## src/rtl/avaliacao_apurador.sv

```systemverilog
// Majority-vote tally of the 2-bit verdict {y1,y0} from the upstream evaluator.
// One round collects N_AVAL strobed samples, then registers the majority code
// and holds it together with the four tallies until the next round starts.
module avaliacao_apurador #(
    parameter int unsigned N_AVAL = 8,
    parameter int unsigned W_CONT = 4
) (
    input  logic              clk,
    input  logic              rst,
    input  logic              inicio,
    input  logic              amostra,
    input  logic              y1,
    input  logic              y0,
    output logic              ocupado,
    output logic              pronto,
    output logic [1:0]        resultado,
    output logic [W_CONT-1:0] c00,
    output logic [W_CONT-1:0] c01,
    output logic [W_CONT-1:0] c10,
    output logic [W_CONT-1:0] c11,
    output logic [W_CONT-1:0] n_amostras
);

    typedef enum logic [1:0] {
        StOcioso,
        StColetando,
        StApurando,
        StConcluido
    } estado_e;

    estado_e           estado_q, estado_d;
    logic [W_CONT-1:0] cont_q [4];
    logic [W_CONT-1:0] cont_d [4];
    logic [W_CONT-1:0] n_q, n_d;
    logic [1:0]        resultado_q, resultado_d;
    logic              ocupado_q, ocupado_d;
    logic              pronto_q, pronto_d;
    logic [1:0]        codigo;
    logic [1:0]        maioria;

    assign codigo = {y1, y0};

    // Largest tally wins; strict '>' keeps the lowest code on ties.
    always_comb begin
        maioria = 2'd0;
        for (int i = 1; i < 4; i++) begin
            if (cont_q[i] > cont_q[maioria]) begin
                maioria = 2'(i);
            end
        end
    end

    // Next-state, tally update and registered-output decode.
    always_comb begin
        estado_d    = estado_q;
        cont_d      = cont_q;
        n_d         = n_q;
        resultado_d = resultado_q;
        unique case (estado_q)
            StOcioso, StConcluido: begin
                // A start edge never counts the simultaneous sample.
                if (inicio) begin
                    estado_d = StColetando;
                    cont_d   = '{default: '0};
                    n_d      = '0;
                end
            end
            StColetando: begin
                if (amostra) begin
                    cont_d[codigo] = cont_q[codigo] + 1'b1;
                    n_d            = n_q + 1'b1;
                    if (n_q == W_CONT'(N_AVAL - 1)) begin
                        estado_d = StApurando;
                    end
                end
            end
            StApurando: begin
                resultado_d = maioria;
                estado_d    = StConcluido;
            end
        endcase
        ocupado_d = (estado_d == StColetando) || (estado_d == StApurando);
        // pronto rises one clock after CONCLUIDO is entered and drops on the restart edge.
        pronto_d  = (estado_q == StConcluido) && (estado_d == StConcluido);
    end

    // State and output registers with asynchronous clear.
    always_ff @(posedge clk or posedge rst) begin
        if (rst) begin
            estado_q    <= StOcioso;
            cont_q      <= '{default: '0};
            n_q         <= '0;
            resultado_q <= 2'd0;
            ocupado_q   <= 1'b0;
            pronto_q    <= 1'b0;
        end else begin
            estado_q    <= estado_d;
            cont_q      <= cont_d;
            n_q         <= n_d;
            resultado_q <= resultado_d;
            ocupado_q   <= ocupado_d;
            pronto_q    <= pronto_d;
        end
    end

    assign ocupado    = ocupado_q;
    assign pronto     = pronto_q;
    assign resultado  = resultado_q;
    assign c00        = cont_q[0];
    assign c01        = cont_q[1];
    assign c10        = cont_q[2];
    assign c11        = cont_q[3];
    assign n_amostras = n_q;

endmodule

```

## config.mk

```make
export PLATFORM = sky130hd
export DESIGN_NAME = avaliacao_apurador
export DESIGN_NICKNAME = d
export VERILOG_FILES = /design/src/rtl/avaliacao_apurador.sv
export SDC_FILE = /design/constraint.sdc
export NUM_CORES = 1
export LEC_CHECK = 0
export BUFFER_PORTS_ARGS = -buffer_cell sky130_fd_sc_hd__buf_2
export CELL_PAD_IN_SITES_DETAIL_PLACEMENT = 0
export CELL_PAD_IN_SITES_GLOBAL_PLACEMENT = 1
export CORE_ASPECT_RATIO = 1.1
export CORE_MARGIN = 1
export CORE_UTILIZATION = 43
export DETAILED_ROUTE_END_ITERATION = 16
export PLACE_DENSITY = 0.9
export SLEW_MARGIN = 40
export SYNTH_ARGS = -nofsm -noshare
export SYNTH_HDL_FRONTEND = slang
export SYNTH_SLANG_ARGS = --single-unit
```

## constraint.sdc

```tcl
create_clock -name clk -period 5.4 [get_ports clk]
set_input_delay 0.27 -clock clk [delete_from_list [all_inputs] [get_ports clk]]
set_output_delay 0.27 -clock clk [all_outputs]
set_load 0.01 [all_outputs]
```

* Word-level counts from Yosys, hierarchy flattened
Cells that the tools add are included.
Widths: inputs -> output; s select.
** Storage, ports and cells
- Bits in registers :: 26
- Bits of input ports :: 6
** Cells by class
- Add/subtract/negate cells :: 2
- $lt $le $gt $ge :: 7
- Equality and inequality tests :: 9
- Mux-type cells :: 25
- Bitwise operators :: 3
- Reduce and logical (&&, ||, !) cells :: 7
** Operator list (number)
- $mux 4 :: 9
- $mux 16 :: 2
- $pmux 16 s2 :: 1
- $bmux 4 s2 :: 3
- $bwmux 16 :: 1
- $gt 4x4->1 :: 3
- $mux 2 :: 5
- $ge 3x3->1 const B :: 3
- $not 2->3 :: 3
- $add 4x1->4 const B :: 2
- $demux 4 s2 :: 1
- $eq 2x2->1 const B :: 4
- $pmux 4 s2 :: 1
- $pmux 2 s3 :: 1
- $eq 2x1->1 const B :: 2
- $eq 4x3->1 const B :: 1
- $ne 2x2->1 const B :: 2
- $lt 3x1->1 const B :: 1
- $reduce_and 3->1 :: 1
- $logic_and 1x1->1 :: 2
- $logic_not 2->1 :: 1
- $reduce_bool 2->1 :: 1
- $reduce_or 2->1 :: 1
- $logic_or 1x1->1 :: 1
- $mux 1 :: 1

* Logic depth before layout (Yosys ltp)
Gate-level depths: netlist (run 1).
- Word-level depth :: 14
- Mapped depth :: 16

* Worst setup path after synthesis (run 1)
Ideal clock, no wire load.
- Kind :: register to register
- Start point :: register cont_q (netlist bit c00[3])
- End point :: register resultado_q[0] (netlist: resultado[0])
- Arrival :: 3.825 ns
- Slack :: 1.493 ns
- Stages on the path, launching flop included :: 17
- Clock period less this slack :: 3.907 ns
- Cells stage by stage :: dfrtp_1 > inv_1 > ha_1 > and4_1 > a31oi_1 > mux2i_1 > ha_1 > and3b_1 > a2111oi_4 > or2_0 > buf_2 > mux2_2 > ha_1 > nor2b_1 > o21ai_0 > a32o_1 > a31oi_1
** On the way
- Word-level cells in the longest chain between the ends :: 14
** RTL lines
- from (decl) :: line 32 : logic [W_CONT-1:0] cont_q [4];
- from (signal assigned) :: line 98 : cont_q <= cont_d;
- $gt 4x4->1 :: line 47 : if (cont_q[i] > cont_q[maioria]) begin
- $mux 1 :: line 47
- $not 2->3 (not written as such) :: line 47
- $bmux 4 s2 :: line 47
- $mux 4 (not written as such) (2 in a row) :: line 47
- $gt 4x4->1 :: line 47
- $mux 2 :: line 47
- $not 2->3 (not written as such) :: line 47
- $bmux 4 s2 :: line 47
- $mux 4 (not written as such) (2 in a row) :: line 47
- $gt 4x4->1 :: line 47
- $mux 2 (*) :: line 47
- to (signal assigned) :: line 100 : resultado_q <= resultado_d;
- to (decl) :: line 35 : logic [1:0] resultado_q, resultado_d;
Every way passes the cells marked *; elsewhere a longest branch is shown, timed or not. The select of a mux whose other input is x is not followed.
A chain may end at the register's enable or synchronous reset.

* Worst setup path after layout (run 1)
- Start point :: register cont_q (netlist bit c00[3])
- End point :: register resultado_q[1] (netlist: resultado[1])
The elaborated chain is that of the path after synthesis.

==> flow_metrics.tcl, run 1 <==
set metrics [dict create \
    synthFlopType "dfrtp_1" \
    cts-root-buf "clkbuf_8" \
    cp_slowest_stage_delay_ns 0.45 \
    grt_pass1_vias 1397 \
    crit_required_ns 5.59 \
    cp-startpoint "c00[3]" \
    drt_wl_total_um 3910 \
    firstDrtPassIters 4 \
    yosysWarnings 0 \
    antenna_found_initial 0 \
    finalClockSkew_ns 0.00292 \
    grt_max_degree 27 \
    power.switching_uw 473 \
    areaGrowthSynthToFinish_pct 13.9 \
    synth_edf_count 0 \
    nNetsFinal 233 \
    path_clk_slew_ns 0.09 \
    tns_ns 0 \
    combPwrFrac 0.616 \
    p_int_uw 620 \
    power-per-cell-area_nw_per_um2 545 \
    path_max_fanout 5 \
    critPathCaptureType "flip-flop" \
    grt_use_total 0.192 \
    syn_inst 180 \
    async_flop_share 1.00 \
    core_um2 3930 \
    synth.ff_latch_count 26 \
    worst_path_dominant_cell_family "compound AO/OA/AOI/OAI gates" \
    netlist_top_cells_count "dfrtp_1 (26), ha_1 (18), nand2_1 (18), o21ai_0 (18), inv_1 (11)" \
    synth_top_area_frac 0.370 \
    drive_gt1_frac 0.188 \
    avgSynthCellArea_um2 9.78 \
    ctsResizeCount 0 \
    power_uw 1090 \
    wl_per_cell_um 15.0 \
    syn_nets 204 \
    cts_tree "built" \
    crit_arrival_ns 4.43 \
    path_common_cell "ha_1" \
    antenna_cells 0 \
    post_cts_buffers 0 \
    hold_viol 0 \
    start_kind "flip-flop" \
    die_w_um 63.0 \
    ioPinCount 30 \
    drc 0 \
    via_per_inst 5.72 \
    min_period_ns 4.24 \
    port-buffer-count 29 \
    grt_pass1_wl_um 6640 \
    rows 24 \
    seqPwrFrac 0.272 \
    cts_num_sinks 26 \
    vdd_drop_max_mv 0.223 \
    maxCapViolations 0 \
    place_congestion 0.821 \
    relSlewSlack 0.580 \
    power_switching_share 0.433 \
    die_h_um 69.1 \
    fmax_mhz 236 \
    worstMarginPinSlew_ns 0.628 \
    post-synth-top-area-cell "dfrtp_1" \
    r2r-start "c00[3]" \
    worstSetupPathType "flip-flop to flip-flop" \
    worst_slack_ns 1.16 \
    slew_viol_final 0 \
    synth_most_common_cell "dfrtp_1" \
    setup_viol 0 \
    finalCritPeriodShare 0.786 \
    initial_core_util 0.448 \
    drt_iter0_markers 54 \
    drtAntennaViolNets 0 \
    cts.path.max_buffers 2 \
    yosys-top-cells-area "dfrtp_1 (37%), ha_1 (13%), o21ai_0 (5.1%)" \
    hpwlAfterDp_um 2970 \
    clkPwrFrac 0.113 \
    htreeDepth 1 \
    yosysSeqAreaShare 0.370 \
    outcome "complete, no violations" \
    netlist_area_um2 1760 \
    grt_setup_unrepaired "no" \
    dieArea_um2 4350 \
    vias 1487 \
    hold_class "input pin to asynchronous set/reset pin" \
    yosysUniqueCellTypes 37 \
    cts-hold-fix-buffers 0 \
    cts_made_buffers 3 \
    critPathBufInv 1 \
    post-place-ws_ns 1.17 \
    path_cells "inv_1, ha_1, and4_1, a31oi_1, mux2i_1, ha_1, and3b_1, a2111oi_4, or2_0, mux2_2, ha_1, nor2b_1, o21ai_0, a32o_1, a31oi_1" \
    slowest_stage "a31oi_1" \
    clock_latency_ns 0.26 \
    p_leak_uw 0.000959 \
    overflow 0 \
]
metrics by stage:
| step | hold WS, ns | cells | instance area [um2] | utilization |
|---|---|---|---|---|
| after global placement | 0.506 | 256 | 1950 | 0.496 |
| final | 0.0415 | 260 | 2000 | 0.510 |
| after detailed placement | 0.356 | 256 | 1950 | 0.496 |
| after CTS | 0.0606 | 260 | 2000 | 0.510 |
| after floorplan | 0.310 | 180 | 1760 | - |
| after global routing | 0.0815 | 260 | 2000 | 0.510 |
registers in the layout (all words and copies together) (netlist names):
| name | flops |
|---|---|
| c00 | 4 |
| c01 | 4 |
| c10 | 4 |
| c11 | 4 |
| estado_q | 2 |
| n_amostras | 4 |
| ocupado | 1 |
| pronto | 1 |
| resultado | 2 |
placed cells by master (no fill, tap or decap):
| cell | count |
|---|---|
| buf_2 | 29 |
| dfrtp_1 | 26 |
| nand2_1 | 18 |
| o21ai_0 | 18 |
| ha_1 | 18 |
| inv_1 | 10 |
| a21o_1 | 8 |
| nand3_1 | 8 |
| nor2_1 | 6 |
| mux2i_1 | 5 |
| nand4_1 | 5 |
| nor3_1 | 5 |
| a21oi_1 | 4 |
| clkbuf_8 | 4 |
| nor2b_1 | 3 |
| or3_1 | 3 |
| nand3b_1 | 3 |
| a32o_1 | 3 |
| nand4b_1 | 3 |
| a31oi_1 | 3 |
| mux4_1 | 3 |
| a22o_1 | 3 |
| nand2b_1 | 2 |
| and2_1 | 2 |
| and4_1 | 2 |
| mux2_2 | 2 |
| and3b_1 | 1 |
| a2111oi_4 | 1 |
| xnor2_1 | 1 |
| or3b_2 | 1 |
| or2_0 | 1 |
| a311oi_1 | 1 |
| o21a_1 | 1 |
| inv_2 | 1 |
| nand3_2 | 1 |
| or4_1 | 1 |
| a41oi_1 | 1 |
| o211ai_1 | 1 |
worst paths after layout:
| path | to | slack (ns) | depth (start not counted) |
|---|---|---|---|
| max in group asynchronous | c00[3] | 4.99 | 2 |
| min in group clk | n_amostras[3] | 0.35 | 4 |
| setup reg to reg | resultado[1] | 1.16 | 15 |
| setup / recovery | resultado[1] | 1.16 | 15 |
| hold / removal | resultado[0] | 0.04 | 2 |
| hold reg to reg | c11[3] | 0.51 | 1 |
cell families after synthesis:
group / count (synthesis) / synth area share
and+or+nand+nor: 65 / 0.203
buffers and inverters: 16 / 0.0355
DFF: 26 / 0.370
AOI/OAI and AO/OA: 44 / 0.173
xor gates and xnor gates: 1 / 0.00498
adders and majority gates: 18 / 0.128
muxes: 10 / 0.0860
cell type report:
cell class / instances / area (um2)
multi-input cells: 138 / 1050
flip-flops and latches: 26 / 651
clock buffers: 4 / 55.1
inverters: 11 / 41.3
repair buffers: 29 / 145
well taps: 52 / 65.1
fillers: 390 / 1930
power by group through the flow:
stage / clock (uW) / sequential, uW / combinational (uW)
floorplan: 0 / 306 / 515
global placement: 0 / 300 / 664
detailed placement: 0 / 302 / 670
CTS: 129 / 298 / 677
global route: 137 / 307 / 764
finish: 123 / 297 / 673
per-layer routing:
layer  GRT usage  wire (um)  vias up
met5           0          0        -
met4      0.0543         24        0
met3      0.0149        151        2
met2       0.332       1930       34
met1       0.255       1800      718
li1            -          -      733
(Power assumes the default switching activity.)
==> inputs of run 2 (changes only) <==
==> constraint.sdc (replaced) <==
create_clock -name clk -period 4.4 [get_ports clk]
set_input_delay 0.22 -clock clk [delete_from_list [all_inputs] [get_ports clk]]
set_output_delay 0.22 -clock clk [all_outputs]
set_load 0.01 [all_outputs]
==> run 2 against run 1 <==
  * The flow now finishes with violations (negative hold slack)
  * Sequential share of layout area decreased by 0.12 points
  * Cell count increased by 0.38%
  * Clock skew increased by 0.0019 ns
  * Non-clock buffer count increased by 1
  * Critical path type unchanged
==> flow_metrics.tcl, run 2 (synthesis results as in run 1) <==
set metrics [dict create \
    layout_common_cells "buf_2 (29), dfrtp_1 (26), nand2_1 (18), o21ai_0 (18), ha_1 (18)" \
    post-place-ws_ns 0.425 \
    firstDrtPassIters 4 \
    dieArea_um2 4350 \
    grt_pass1_wl_um 6690 \
    drt_wl_total_um 3940 \
    vdd_drop_max_mv 0.281 \
    cts-hold-fix-buffers 0 \
    grt_setup_unrepaired "no" \
    grt_pass1_vias 1367 \
    post_cts_buffers 0 \
    path_clk_slew_ns 0.09 \
    hpwlAfterDp_um 2990 \
    antenna_found_initial 0 \
    crit_required_ns 4.60 \
    antenna_cells 0 \
    areaGrowthSynthToFinish_pct 14.3 \
    cts_tree "built" \
    tns_ns 0 \
    start_kind "flip-flop" \
    htreeDepth 1 \
    rr_endpoint "resultado[0]" \
    ioPinCount 30 \
    p_leak_uw 0.000964 \
    cts-root-buf "clkbuf_8" \
    reg2reg_depth 16 \
    grt_use_total 0.196 \
    power-per-cell-area_nw_per_um2 682 \
    initial_core_util 0.448 \
    hold_class "input pin to asynchronous set/reset pin" \
    setup_viol 0 \
    crit_arrival_ns 4.21 \
    whs_ns -0.0154 \
    die_h_um 69.1 \
    rows 24 \
    path_max_fanout 5 \
    slew_viol_final 0 \
    critPathCaptureType "flip-flop" \
    fmax_mhz 249 \
    place_congestion 0.827 \
    maxCapViolations 0 \
    r2r-start "c00[3]" \
    drtAntennaViolNets 0 \
    path_cells "inv_1, ha_1, and4_1, a31oi_1, buf_4, mux2i_1, ha_1, and3b_1, a2111oi_4, or2_0, mux2_2, ha_1, nor2b_1, o21ai_0, a32o_1, a31oi_1" \
    core_um2 3930 \
    die_w_um 63.0 \
    cts_made_buffers 3 \
    worst_slack_ns 0.385 \
    fillers 379 \
    slowest_stage "a2111oi_4" \
    path_common_cell "ha_1" \
    drt_iter0_markers 76 \
    drc 0 \
    violations "negative hold slack" \
    cp_slowest_stage_delay_ns 0.41 \
    clock_latency_ns 0.27 \
    wl_per_cell_um 15.1 \
    ctsResizeCount 0 \
    final_common_cell "buf_2" \
    rrSetupSlack_ns 0.39 \
    outcome "finished, violations left" \
    min_period_ns 4.01 \
    worstMarginPinSlew_ns 0.650 \
    drive_gt1_frac 0.191 \
    via_per_inst 5.72 \
    finalCritPeriodShare 0.912 \
    cts.path.max_buffers 2 \
    grt_max_degree 27 \
    hold_viol 26 \
    relSlewSlack 0.565 \
    worstSetupPathType "flip-flop to flip-flop" \
    vias 1494 \
    finalClockSkew_ns 0.00479 \
    port-buffer-count 29 \
    overflow 0 \
    nNetsFinal 234 \
    cts_num_sinks 26 \
]
run 2: changes by cell type in the layout (fill, tap and decap cells not counted):
cell   delta
buf_4     +1
run 2: final cells by class:
cell class / count / area, um2 / area share
tap: 52 / 65.1 / 0.0323
timing repair buffer: 30 / 153 / 0.0759
clock buffer: 4 / 55.1 / 0.0274
inverter: 11 / 41.3 / 0.0205
sequential: 26 / 651 / 0.323
multi-input combinational: 138 / 1050 / 0.521
run 2: power breakdown:
part,internal [uW],total (uW),switching (uW)
combinational,397,850,453
clock,80.1,158,77.6
sequential,296,365,68.3
run 2: stage by stage:
step                      power, uW  cells  utilization  instance area [um2]
after floorplan                1010    180            -                 1760
after global placement         1200    257        0.497                 1960
after detailed placement       1210    257        0.497                 1960
after CTS                      1370    261        0.511                 2010
after global routing           1520    261        0.511                 2010
final                          1370    261        0.511                 2010
run 2: routing by layer:
| metal | global-route usage | routed length, um | vias up | share of wire |
|---|---|---|---|---|
| met5 | 0 | 0 | - | 0 |
| met4 | 0.0517 | 37 | 0 | 0.0094 |
| met3 | 0.0281 | 232 | 5 | 0.059 |
| met2 | 0.307 | 1840 | 44 | 0.47 |
| met1 | 0.280 | 1830 | 713 | 0.46 |
| li1 | - | - | 732 | - |
run 2: worst max path at each step:
stage,startpoint,endpoint,slack [ns],cells after the start
floorplan,c00[3],resultado[0],0.49,16
global placement,c01[0],resultado[1],0.52,16
CTS,c00[3],resultado[0],0.40,16
detailed placement,c00[3],resultado[0],0.42,16
finish,c00[3],resultado[0],0.39,16
global route,c00[3],resultado[0],0.06,16
run 2: critical path: cells and delay by family, from the launching register on:
family / cells / cell delay (ns)
and+or+nand+nor: 4 / 0.84
muxes: 2 / 0.62
adders and majority gates: 3 / 0.82
DFF: 1 / 0.40
AOI/OAI and AO/OA: 5 / 1.03
buffers and inverters: 2 / 0.24
